File: src/rtl/cmpge_pattern_sequencer.sv
// Exhaustive pattern sequencer for an unsigned a >= b comparator under test:
// drives every {a,b}, samples the response, counts mismatches and records the first one.
module cmpge_pattern_sequencer #(
    parameter int WIDTH  = 1,
    parameter int SETTLE = 1,
    parameter int CNT_W  = 8
) (
    input  logic                 clk,
    input  logic                 rst,
    input  logic                 start,
    input  logic                 abort,
    output logic [WIDTH-1:0]     pat_a,
    output logic [WIDTH-1:0]     pat_b,
    input  logic                 dut_o,
    output logic                 busy,
    output logic                 done,
    output logic                 pass,
    output logic [CNT_W-1:0]     fail_count,
    output logic [2*WIDTH-1:0]   first_fail_pat,
    output logic                 first_fail_valid
);
    localparam int              IW          = 2 * WIDTH;
    localparam logic [3:0]      SETTLE_LAST = 4'(SETTLE - 1);
    localparam logic [CNT_W-1:0] CNT_MAX    = '1;

    typedef enum logic [1:0] {
        S_IDLE,
        S_APPLY,
        S_SAMPLE,
        S_DONE
    } state_e;

    state_e             state_q, state_d;
    logic [IW-1:0]      idx_q, idx_d;
    logic [3:0]         settle_q, settle_d;
    logic               busy_q, busy_d;
    logic               done_q, done_d;
    logic               pass_q, pass_d;
    logic [CNT_W-1:0]   fc_q, fc_d;
    logic [IW-1:0]      ffp_q, ffp_d;
    logic               ffv_q, ffv_d;

    logic               exp_ge;
    logic               mismatch;

    assign exp_ge = (idx_q[IW-1:WIDTH] >= idx_q[WIDTH-1:0]);

    // NOTE: written as "match clears a default of 1" so an unknown response
    // takes the else path and is counted as a mismatch in simulation.
    always_comb begin
        mismatch = 1'b1;
        if (dut_o == exp_ge) mismatch = 1'b0;
    end

    // NOTE: every _d gets its hold value first, so no path through the case infers a latch.
    always_comb begin
        state_d  = state_q;
        idx_d    = idx_q;
        settle_d = settle_q;
        busy_d   = busy_q;
        done_d   = 1'b0;
        pass_d   = pass_q;
        fc_d     = fc_q;
        ffp_d    = ffp_q;
        ffv_d    = ffv_q;

        case (state_q)
            S_IDLE: begin
                if (start && !abort) begin
                    state_d  = S_APPLY;
                    idx_d    = '0;
                    settle_d = '0;
                    busy_d   = 1'b1;
                    pass_d   = 1'b0;
                    fc_d     = '0;
                    ffp_d    = '0;
                    ffv_d    = 1'b0;
                end
            end
            S_APPLY: begin
                if (abort) begin
                    state_d = S_IDLE;
                    busy_d  = 1'b0;
                    pass_d  = 1'b0;
                end else if (settle_q == SETTLE_LAST) begin
                    state_d = S_SAMPLE;
                end else begin
                    settle_d = settle_q + 4'd1;
                end
            end
            S_SAMPLE: begin
                // A mismatch seen together with abort still counts toward partial results.
                if (mismatch) begin
                    if (fc_q != CNT_MAX) fc_d = fc_q + CNT_W'(1);
                    if (!ffv_q) begin
                        ffp_d = idx_q;
                        ffv_d = 1'b1;
                    end
                end
                if (abort) begin
                    state_d = S_IDLE;
                    busy_d  = 1'b0;
                    pass_d  = 1'b0;
                end else if (idx_q == '1) begin
                    state_d = S_DONE;
                    busy_d  = 1'b0;
                    done_d  = 1'b1;
                    pass_d  = (fc_q == '0) && !mismatch;
                end else begin
                    state_d  = S_APPLY;
                    idx_d    = idx_q + IW'(1);
                    settle_d = '0;
                end
            end
            S_DONE:  state_d = S_IDLE;
            default: state_d = S_IDLE;
        endcase
    end

    // NOTE: state uses non-blocking assignments so all registers update from the same old values.
    always_ff @(posedge clk) begin
        if (rst) begin
            state_q  <= S_IDLE;
            idx_q    <= '0;
            settle_q <= '0;
            busy_q   <= 1'b0;
            done_q   <= 1'b0;
            pass_q   <= 1'b0;
            fc_q     <= '0;
            ffp_q    <= '0;
            ffv_q    <= 1'b0;
        end else begin
            state_q  <= state_d;
            idx_q    <= idx_d;
            settle_q <= settle_d;
            busy_q   <= busy_d;
            done_q   <= done_d;
            pass_q   <= pass_d;
            fc_q     <= fc_d;
            ffp_q    <= ffp_d;
            ffv_q    <= ffv_d;
        end
    end

    assign pat_a            = idx_q[IW-1:WIDTH];
    assign pat_b            = idx_q[WIDTH-1:0];
    assign busy             = busy_q;
    assign done             = done_q;
    assign pass             = pass_q;
    assign fail_count       = fc_q;
    assign first_fail_pat   = ffp_q;
    assign first_fail_valid = ffv_q;

endmodule

File: config.mk
export PLATFORM = sky130hd
export DESIGN_NAME = cmpge_pattern_sequencer
export DESIGN_NICKNAME = d
export VERILOG_FILES = /design/src/rtl/cmpge_pattern_sequencer.sv
export SDC_FILE = /design/constraint.sdc
export NUM_CORES = 1
export LEC_CHECK = 0
export BUFFER_PORTS_ARGS = -buffer_cell sky130_fd_sc_hd__buf_2
export CAP_MARGIN = 20
export CORE_MARGIN = 2
export CORE_UTILIZATION = 30
export DETAILED_ROUTE_END_ITERATION = 6
export PLACE_DENSITY = 0.57
export SKIP_LAST_GASP = 1
export SLEW_MARGIN = 20
export SYNTH_ARGS = -nofsm -noshare
export SYNTH_HDL_FRONTEND = slang
export SYNTH_SLANG_ARGS = --single-unit
File: constraint.sdc
create_clock -name clk -period 2.06 [get_ports clk]
set_input_delay 0.309 -clock clk [delete_from_list [all_inputs] [get_ports clk]]
set_output_delay 0.309 -clock clk [all_outputs]
set_load 0.02 [all_outputs]
==> summary by stage, run 1 <==
Outcome
The run finished with clean final reports.

Yosys
The number of instances in the synthesized netlist is 159. The sequential share of the synthesized area is between 30% and 40%. Counting distinct cell types in the post-synthesis netlist gives 47. The mean post-synth cell area is around 8.5 µm². The synthesized netlist occupies a cell area of 1360 µm².

The number of enable-type register cells in the synthesized netlist is 0. The proportion of synthesized flip-flops having asynchronous set or reset is 0%. The synthesized netlist net count is 176. The register bit count reported by yosys is 22. The synthesis warning total is 0. The prevailing post-synth register cell is sky130_fd_sc_hd__dfxtp_1.

Power and ir drop
The total power after layout is between 0.0008 and 0.0009 W. The static leakage power is 0.612 nW. VDD sags by at most 0.243 mV.

For this design the ratio of total power to cell area is around 580 nW/µm².

CTS
The number of levels the H-tree was split into is 1. The clock network latency to the later pin of the worst-skew pair is between 200 and 300 ps. The clock transition at the register clock pins on the worst setup and hold paths after CTS is ~80 ps. The number of buffers created by CTS is 3. Buffers inserted to repair hold after CTS numbered 0. The number of resized instances in the post-cts repair step is 0. TritonCTS built the clock tree.

The cell chosen for the clock root is sky130_fd_sc_hd__clkbuf_8. The clock passes through at most 2 buffers. Counting every sink on the clock net gives 22.

The number of setup buffers added after CTS is 0.

STA
Setup repair after global routing left no endpoint under its margin. The worst relative slew slack is 69.0%. Adding up every negative setup slack in the final design gives 0 ps. The maximum clock frequency is about 530 MHz. The hold violation total from the final report was 0.

The transition time of the tightest slew-check pin is 464 ps. Setup violations remaining at the end of the flow were counted as 0. The clock period minus final worst setup slack is approximately 1900 ps. The final critical-path share of the clock period is 92.4%. The total count of max-transition violations in the final report is 0.

The worst clock skew is around 2.6 ps.

Global route
Summed over all layers, the global routing overflow is 0. The wire length of the first global-routing pass is 5.53 mm. Entering global routing, the biggest net connects 24 pins. Global routing used 13.3% of the available tracks across all layers. The number of antenna violations at the first check in global routing is 0. The number of global-route vias before repair is 1194.

Route
For this block, the routed nets add up to between 3 and 4 mm of wire. The count of nets left with antenna violations once routing finished came out at 0. The post-route DRC violation count is 0. Across all layers, the routed design uses between 1k and 1.5k vias. The detail-routed net length per standard cell is roughly 14 µm. The post-detailed-route via-to-cell ratio is 5.41. The count of routing violations after the opening detailed-route iteration is 37. The length of the first detailed-routing pass in iterations is 4.

Worst setup path
The largest fanout of any net on the critical path is 6. In this run the worst setup path begins at idx_q[1]. The data arrival time at the worst-slack endpoint is 2080 ps. The internal reg-to-reg setup slack is 160 ps.

STA classifies the critical path startpoint as a flop. The worst register-to-register path begins at idx_q[1]. The required time of the critical path is 2240 ps.

The worst setup path is captured at a flop. Counting cells, the worst reg-to-reg path comes to 6. By startpoint and endpoint, the worst setup path is classified as reg -> reg. In this run the critical register-to-register path is captured at fail_count[7].

Floorplan
The floorplan step set the die height to ~71 µm. 21 I/O pins were placed. The site row count is 24. The initial utilization of the core area, before any placement, comes to 31.1%. The die covers slightly above 5000 µm².

The die width is 71.2 µm. The core box area is between 4000 and 5000 µm².

Hold path
The start point of the worst min-delay path is rst. In this run the worst hold path is classified as in -> reg. The number of cells on the worst hold path is 2. The sink of the worst hold path is idx_q[0].

Cells and area
The number of nets in the layout is 198. The library cell used most frequently in the layout, excluding fill and tap cells, is sky130_fd_sc_hd__dfxtp_1. The top cell types in the final layout, fill and taps aside, are sky130_fd_sc_hd__dfxtp_1 (22), sky130_fd_sc_hd__buf_2 (20), sky130_fd_sc_hd__inv_1 (13), sky130_fd_sc_hd__nor2_1 (13), sky130_fd_sc_hd__ha_1 (12).

0 antenna diodes ended up in the layout. The share of layout cells above drive strength 1 is between 15 and 20%. Compared with the post-synthesis result, the final layout area differs by 14.9%. After routing the design area is roughly 1600 µm². Excluding fillers, the count of instances in the completed layout stands at roughly 230. The final cell utilization of the core is between 30% and 40%.

Placed design
Including well taps, the total number of placed cells is roughly 230. The placed wire-length estimate is 2.34 mm. The final estimated routing congestion in global placement is ~0.84. The placed standard-cell area is between 1500 and 2000 µm². The number of port buffers is 20.

Run
The count of max-cap constraint violations is 0.
[final cells by class]
type                       count  area, µm²
fill                         462       2800
multi-input combinational    118        842
sequential                    22        440
timing repair buffer          22        115
tap                           52       65.1
inverter                      14       52.6
clock buffer                   3       41.3
[sequential cells by signal, summed over array words and instances (netlist names)]
name and flops:
first_fail_valid 1, first_fail_pat 2, fail_count 8, settle_q 4, done 1, pass 1
busy 1, state_q 2, idx_q 2
[worst max-delay path, cell delays in order, from the launching register on]
cell and delay (ps):
sky130_fd_sc_hd__dfxtp_1 420, sky130_fd_sc_hd__inv_1 60, sky130_fd_sc_hd__ha_1 230, sky130_fd_sc_hd__xnor2_1 270, sky130_fd_sc_hd__o22ai_2 190, sky130_fd_sc_hd__o41a_1 460, sky130_fd_sc_hd__a211oi_2 200
[synthesized netlist by cell type (3+ instances only)]
cell type	n	area (µm²)
sky130_fd_sc_hd__a211oi_1	7	52.6
sky130_fd_sc_hd__a21oi_1	11	55.1
sky130_fd_sc_hd__a31oi_1	5	31.3
sky130_fd_sc_hd__clkbuf_1	4	15.0
sky130_fd_sc_hd__dfxtp_1	22	440
sky130_fd_sc_hd__ha_1	12	150
sky130_fd_sc_hd__inv_1	13	48.8
sky130_fd_sc_hd__nand2_1	5	18.8
sky130_fd_sc_hd__nand2b_1	3	18.8
sky130_fd_sc_hd__nand3_1	6	30.0
sky130_fd_sc_hd__nand4_1	3	18.8
sky130_fd_sc_hd__nor2_1	13	48.8
sky130_fd_sc_hd__o21ai_0	9	45.0
[power breakdown]
group	total [W]	switching [W]	internal (W)
combinational	0.000191	0.000126	0.0000654
clock	0.000265	0.000135	0.000130
sequential	0.000439	0.00000615	0.000433
[logic make-up (layout without fill, tap and decap cells)]
| kind of cell | after synthesis | count (layout) | synth area share (%) |
|---|---|---|---|
| adder cells (fa/ha/maj) | 12 | 12 | 11.1 |
| XOR/XNOR | 2 | 2 | 1.29 |
| multiplexers | 2 | 2 | 1.48 |
| AND/OR/NAND/NOR | 49 | 49 | 19.9 |
| AO/OA/AOI/OAI | 53 | 53 | 28.4 |
| buffers and inverters | 19 | 39 | 5.35 |
| flip-flops | 22 | 22 | 32.5 |
[worst max-delay path by stage]
stage	endpoint	slack, ps	depth (start not counted)
after detailed placement	fail_count[7]	170	6
after global placement	fail_count[4]	180	6
final	fail_count[7]	160	6
after floorplan	fail_count[7]	250	6
after CTS	fail_count[7]	140	6
after global routing	fail_count[4]	20	6
[stage by stage]
step | setup WS (ps) | hold slack (ps)
6_report | 157 | 472
5_1_grt | 22.1 | 502
4_1_cts | 144 | 472
3_5_place_dp | 172 | 460
3_3_place_gp | 182 | 457
2_1_floorplan | 249 | 462
[per-layer routing]
| layer | wire length [µm] | part of all wire [%] | up-vias | global-route usage [%] |
|---|---|---|---|---|
| li1 | - | - | 635 | - |
| met1 | 1610 | 51 | 582 | 19.0 |
| met2 | 1390 | 44 | 29 | 20.0 |
| met3 | 114 | 3.6 | 4 | 1.99 |
| met4 | 37 | 1.2 | 0 | 5.03 |
| met5 | 0 | 0 | - | 0 |
Power figures use the tool's default switching activity.
==> run 2, diff against run 1 <==
Settings changed: MAX_ROUTING_LAYER from default to met4.
==> run 2 against run 1 <==
  * Sequential share of layout area did not move
  * Clock skew unchanged
  * Power barely moved
  * Hold slack is the same
  * Clock power about the same
  * Critical path type unchanged
  * Cell area unchanged
  * Routed wire length is the same
  * Critical endpoint unchanged
  * Core utilization unchanged
  * Highest routed layer unchanged
==> summary by stage, run 2 (synthesis results as in run 1) <==
Cells and area
The number of antenna cells inserted is 0 (unchanged). The number of flip-flops under the largest register name came to 8 (unchanged). The most frequent standard cell in the layout excluding fill and tap cells is sky130_fd_sc_hd__dfxtp_1. The number of nets in the layout is 198 (unchanged). The share of layout cells above drive strength 1 is 19.6% (unchanged). The library cells used most frequently in the layout, excluding fill and tap cells, are sky130_fd_sc_hd__dfxtp_1 (22), sky130_fd_sc_hd__buf_2 (20), sky130_fd_sc_hd__inv_1 (13), sky130_fd_sc_hd__nor2_1 (13), sky130_fd_sc_hd__ha_1 (12). The layout overhead on the synthesized area is 14.9% (unchanged).

STA
The post-route worst hold slack came to 472 ps (unchanged). The hold violation total from the final report came to 0 (unchanged). The total count of max-transition violations in the final report is 0 (unchanged). Setup repair after global routing left no endpoint under its margin. The worst relative slew slack came to 69.0% (unchanged). The clock period minus final worst setup slack is 1900 ps (unchanged). The final sum of negative setup slack is 0 ps (unchanged).

The worst clock skew is 2.64 ps (unchanged). The maximum clock frequency is 525 MHz (unchanged). The final critical-path share of the clock period is 92.4% (unchanged). The final number of setup-violating endpoints came to 0 (unchanged).

The transition time of the tightest slew-check pin came to 464 ps (unchanged).

Worst setup path
The kind of critical path is reg -> reg. The start of the worst register-to-register path is idx_q[1]. The required time of the critical path was 2240 ps (about the same). Among cell families on the critical path, the largest total delay comes from compound AO/OA/AOI/OAI gates. The number of buffers and inverters on the critical path was 1 (unchanged). The worst setup path is launched from a flop.

The launching instance or port of the critical path is idx_q[1]. The largest fanout of any net on the critical path was 6 (unchanged). The data arrival time at the worst-slack endpoint was 2080 ps (about the same). Traced cell by cell, the critical path runs through inv_1, ha_1, xnor2_1, o22ai_2, o41a_1, a211oi_2.

For this design, the slowest cell found on the critical path is sky130_fd_sc_hd__o41a_1. The largest incremental delay on the critical path was 460 ps (about the same). STA classifies the critical path endpoint as a flop.

Route
The detail-routed net length per standard cell is 13.6 µm (unchanged). The post-detailed-route via-to-cell ratio is 5.41 (unchanged). The number of routed nets with antenna violations came to 0 (unchanged).

The amount of wire on met3 after detailed routing is 114 µm (unchanged). The detailed route wirelength on metal2 is 1.39 mm (unchanged). The count of routing violations after the opening detailed-route iteration is 37 (unchanged). The total via count in the routed design was 1250 (unchanged). The highest layer touched by signal routing is met4. The length of routed wiring on met1 is 1.61 mm (unchanged). The wire length reported by the detailed router came to 3.15 mm (unchanged). The post-route DRC violation count is 0 (unchanged).

The length of the first detailed-routing pass in iterations is 4 (unchanged).

Floorplan
The effective utilization at floorplan is 31.1% (unchanged). The core box area came to 4350 µm² (unchanged). The chip height was 71.2 µm (unchanged). The die width came to 71.2 µm (unchanged). The site row count is 24 (unchanged). The die area is 5070 µm² (unchanged). The number of placed I/O pins is 21 (unchanged).

CTS
The count of clock tree sinks is 22 (unchanged). The clock transition at the register clock pins on the worst setup and hold paths after CTS was 80 ps (about the same). The number of levels the H-tree was split into is 1 (unchanged). The number of setup buffers added after CTS is 0 (unchanged). The clock tree from TritonCTS is yes. The number of buffers created by CTS is 3 (unchanged).

The cell chosen for the clock root is sky130_fd_sc_hd__clkbuf_8. The number of resized instances in the post-cts repair step is 0 (unchanged). The clock network latency to the later pin of the worst-skew pair is 260 ps (about the same).

The worst-case clock buffer depth is 2 (unchanged). The post-cts hold buffer count was 0 (unchanged).

Global route
The number of antenna violations at the first check in global routing is 0 (unchanged). The maximum number of pins on one net before global-route repair was 24 (unchanged). The remaining global-route overflow is 0 (unchanged). The wire length of the first global-routing pass is 5.53 mm (unchanged). The total global routing track utilization came to 13.6% (+0.40 points). The number of global-route vias before repair is 1194 (unchanged).

Run
The count of max-cap constraint violations is 0 (unchanged).

Power and ir drop
The share of power burned in combinational logic is 21.3% (about the same). The part of the power in the clock network was 29.6% (about the same). The sequential share of power is 49.0% (about the same). The switching power as a share of total power is 29.8% (about the same).

The static leakage power is 0.612 nW (unchanged). The worst ir drop on vdd is 0.243 mV (about the same). The power density over the cells is 575 nW/µm² (about the same).

The total net switching power is 0.000267 W (about the same). The total internal power is 0.000629 W (unchanged).

Hold path
The startpoint identified for the worst hold timing path is rst. The tightest min-delay check is of the in -> reg type.

Placed design
The number of port buffers was 20 (unchanged). The final estimated routing congestion in global placement is 0.851 (+1.6%). The placed wire-length estimate was 2.34 mm (unchanged).

Outcome
The flow ran to the end, and the final reports show no timing, DRC or antenna violations.
run 2: cell counts in the layout (fill, tap and decap cells not counted):
No cell type changed its count.
run 2: layer usage:
metal / GRT usage, % / up-vias
met3: 1.99 / 4
met5: - / -
met1: 19.0 / 582
met2: 20.0 / 29
met4: 5.03 / 0
li1: - / 635
run 2: area by class of cell:
class                      instances  area (µm²)
fill                             462        2800
multi-input combinational        118         842
sequential                        22         440
timing repair buffer              22         115
tap                               52        65.1
inverter                          14        52.6
clock buffer                       3        41.3
run 2: worst paths after layout:
path,endpoint,slack (ps),depth (start not counted)
max,fail_count[7],160,6
min,idx_q[0],470,2
max reg2reg,fail_count[7],160,6
min reg2reg,first_fail_pat[0],480,1
run 2: power by group through the flow:
stage          registers [W]  clock network (W)  logic [W]
6_report            0.000439           0.000265   0.000191
5_1_grt             0.000441           0.000297   0.000214
4_1_cts             0.000439           0.000279   0.000192
3_5_place_dp        0.000449                  0   0.000190
3_3_place_gp        0.000450                  0   0.000191
2_1_floorplan       0.000453                  0   0.000138
run 2: worst register-to-register path, delay by kind of cell (launching register included):
family,cells,cell delay [ps]
compound gates,3,850
xor+xnor,1,270
fa+ha+maj,1,230
buf+inv,1,70
flops,1,420
run 2: per-stage QoR:
stage               setup slack (ps)  instances  cell area (µm²)  power, W  util [%]
floorplan                        249        159             1360  0.000591         -
global placement                 182        228             1520  0.000640      34.8
detailed placement               172        228             1520  0.000639      34.8
CTS                              144        231             1560  0.000910      35.7
global route                    22.1        231             1560  0.000952      35.7
finish                           157        231             1560  0.000895      35.7
==> run 3, diff against run 2 <==
Settings changed: ABC_AREA from default to 1, CTS_BUF_LIST from default to sky130_fd_sc_hd__clkbuf_8, PLACE_DENSITY 0.57 to 0.56.
==> run 3 against run 2 <==
  * Maximum frequency up 11%
  * Clock power about the same
  * Setup slack better by 190 ps
  * Highest routed layer unchanged
  * Sequential cell count is the same
  * Sequential share of layout area decreased by 1.6 points
  * Synthesized cell count grew 41%
  * Sequential power is 18% higher
  * Count of clock-buffer cells in the layout is the same
  * Combinational power grew 140%
  * Die area is 7.2% higher
==> summary by stage, run 3 <==
Outcome
The run finished with clean final reports.

Placed design
The final estimated routing congestion in global placement was 0.833 (-2.1%). The placed wire-length estimate was 2.47 mm (+5.6%). The number of port buffers came to 20 (unchanged). The placed standard-cell area came to 1610 µm² (+6.3%).

Route
The total via count in the routed design came to 1404 (+12%). The post-detailed-route via-to-cell ratio came to 4.71 (-13%). The length of the first detailed-routing pass in iterations is 4 (unchanged). The detail-routed net length per standard cell came to 10.7 µm (-22%).

The count of routing violations after the opening detailed-route iteration is 85 (+130%). The post-route DRC violation count is 0 (unchanged). The wire length reported by the detailed router is 3.18 mm (+1.1%). The number of routed nets with antenna violations is 0 (unchanged).

CTS
The clock network latency to the later pin of the worst-skew pair is 260 ps (about the same). The cell chosen for the clock root is sky130_fd_sc_hd__clkbuf_8. The clock transition at the register clock pins on the worst setup and hold paths after CTS came to 80 ps (about the same). The number of resized instances in the post-cts repair step came to 0 (unchanged). The count of clock tree sinks is 22 (unchanged). The number of levels the H-tree was split into is 1 (unchanged). The number of buffers created by CTS is 3 (unchanged).

The worst-case clock buffer depth was 2 (unchanged). The clock tree from TritonCTS is yes. The number of setup buffers added after CTS is 0 (unchanged).

The post-cts hold buffer count is 0 (unchanged).

Worst setup path
The kind of critical path is reg -> reg. The required time of the critical path is 2220 ps (-20 ps). The sort of element at the start of the critical path is a flop. The largest fanout of any net on the critical path is 12 (+6). The critical path endpoint category is a flop. The internal reg-to-reg setup slack is 350 ps (+190 ps).

The data arrival time at the worst-slack endpoint is 1870 ps (-210 ps).

Cells and area
The share of layout cells above drive strength 1 was 14.3% (-5.2 points). The number of flip-flops under the largest register name is 8 (unchanged). The layout overhead on the synthesized area is 13.2%. The final design area excluding fillers came to 1650 µm² (+6.1%).

The count of fill cells added during filler insertion is 519 (+12%). The number of antenna cells inserted is 0 (unchanged). The number of nets in the layout is 263 (+33%).

The final cell utilization of the core is 35.2% (-0.55 points). The library cell used most frequently in the layout, excluding fill and tap cells, is sky130_fd_sc_hd__nand2_1. The top cell types in the final layout, fill and taps aside, are sky130_fd_sc_hd__nand2_1 (53), sky130_fd_sc_hd__inv_1 (38), sky130_fd_sc_hd__nor2_1 (25).

Floorplan
The die area is 5440 µm² (+7.2%). The site row count came to 25 (+4.2%). The chip height was 73.7 µm (+3.6%). The core box area is 4690 µm² (+7.8%). The die width is 73.7 µm (+3.6%). The number of placed I/O pins came to 21 (unchanged). The effective utilization at floorplan is 31.1% (about the same).

Run
The count of max-cap constraint violations is 0 (unchanged).

STA
The total count of max-transition violations in the final report was 0 (unchanged). The worst clock skew is 3.44 ps (+0.802 ps). The final sum of negative setup slack is 0 ps (unchanged). Setup repair after global routing left no endpoint under its margin. The clock period minus final worst setup slack is 1710 ps (-189 ps). The hold violation total from the final report is 0 (unchanged). The final critical-path share of the clock period is 83.2% (-9.2 points). The maximum clock frequency was 583 MHz (+11%).

The worst relative slew slack is 73.6% (+4.6 points). The final number of setup-violating endpoints is 0 (unchanged). The transition time of the tightest slew-check pin is 395 ps (-68.3 ps).

Power and ir drop
The total power after layout was 0.00124 W (+38%). The static leakage power is 0.828 nW (+35%). The power density over the cells is 749 nW/µm² (+30%). The worst ir drop on vdd is 0.301 mV (+24%).

Hold path
The min-delay analysis places its worst path in the category in -> reg.

Yosys
Yosys instantiated no cell more often than sky130_fd_sc_hd__nand2_1. The count of cell types in the netlist is 19 (-60%). The post-synthesis instance area is 1460 µm² (+7.7%). The mean post-synth cell area is 6.51 µm² (-24%). For this run, the leading register cell type out of synthesis is sky130_fd_sc_hd__dfxtp_1. By count the netlist is led by sky130_fd_sc_hd__nand2_1 (53), sky130_fd_sc_hd__inv_1 (38), sky130_fd_sc_hd__nor2_1 (25), sky130_fd_sc_hd__dfxtp_1 (22), sky130_fd_sc_hd__nand3_1 (21).

The sequential share of the synthesized area came to 30.2% (-2.3 points). In the post-synthesis netlist, the biggest area contributors are sky130_fd_sc_hd__dfxtp_1 (30%), sky130_fd_sc_hd__nand2_1 (14%), sky130_fd_sc_hd__ha_1 (10%). The number of instances in the synthesized netlist was 224 (+41%). The synthesized netlist net count was 241 (+37%). The register bit count reported by yosys is 22 (unchanged).

The number of enable-type register cells in the synthesized netlist was 0 (unchanged). The proportion of synthesized flip-flops having asynchronous set or reset is 0% (unchanged). The synthesis warning total was 0 (unchanged). The area fraction of the dominant cell type after synthesis is 30.2% (-2.3 points). The biggest area contributor in the post-synthesis netlist is sky130_fd_sc_hd__dfxtp_1.

Global route
The maximum number of pins on one net before global-route repair is 13 (-46%). The wire length of the first global-routing pass is 5.61 mm (+1.5%). The number of global-route vias before repair is 1236 (+3.5%). The remaining global-route overflow is 0 (unchanged). The number of antenna violations at the first check in global routing is 0 (unchanged).

The total global routing track utilization was 13.4% (-0.26 points).
==> run 3: cell count changes after synthesis, sizes merged, moves of 3 or more <==
cell and delta:
nand2 +52, inv +25, nand3 +17, nor2 +14, a21oi +10, a211oi -8
a31oi -5, nand4 +5, nand2b -3, o21ai -3
==> run 3: report_power, final <==
| group | total (W) | internal, W | switching (W) |
|---|---|---|---|
| clock | 0.000266 | 0.000130 | 0.000136 |
| combinational | 0.000452 | 0.000155 | 0.000297 |
| sequential | 0.000519 | 0.000474 | 0.0000447 |
| total | 0.00124 | 0.000759 | 0.000478 |
==> run 3: worst paths after layout <==
| kind | startpoint | end | cells past startpoint |
|---|---|---|---|
| setup / recovery | state_q[0] | settle_q[2] | 8 |
| hold / removal | abort | done | 2 |
| setup reg to reg | state_q[0] | settle_q[2] | 8 |
| hold reg to reg | busy | busy | 2 |
==> run 3: critical path: stages (launching register included) <==
cell and delay [ps]:
sky130_fd_sc_hd__dfxtp_1 380, sky130_fd_sc_hd__inv_1 90, sky130_fd_sc_hd__ha_1 340, sky130_fd_sc_hd__nand2_1 130, sky130_fd_sc_hd__nand2_1 60, sky130_fd_sc_hd__nor2_1 130
sky130_fd_sc_hd__nand3_1 210, sky130_fd_sc_hd__o21ai_0 210, sky130_fd_sc_hd__nor2_1 60
==> run 3: cells by family after synthesis <==
group	after synthesis	share of synthesized area (%)
and+or+nand+nor	119	37.7
buffers and inverters	43	11.7
AOI/OAI and AO/OA	28	10.1
DFF	22	30.2
adders and majority gates	12	10.3
==> run 3: metrics by stage <==
step                      cells  setup WS [ps]  hold WS (ps)
after CTS                   298            326           293
final                       298            346           308
after detailed placement    295            341           458
after global placement      295            374           450
after floorplan             224            487           387
after global routing        298           77.0           300
==> run 3: layout make-up <==
type	count	area, µm²	area share (%)
clock buffer	3	41.3	2.50
tap	54	67.6	4.09
sequential	22	440	26.7
multi-input combinational	159	848	51.4
timing repair buffer	21	108	6.52
inverter	39	146	8.86
==> run 3: routing by layer <==
layer	vias up	track usage (%)	share of wire [%]
li1	751	-	-
met1	616	19.4	53
met2	31	18.8	41
met3	6	1.78	4.3
met4	0	4.85	1.8
met5	-	-	0
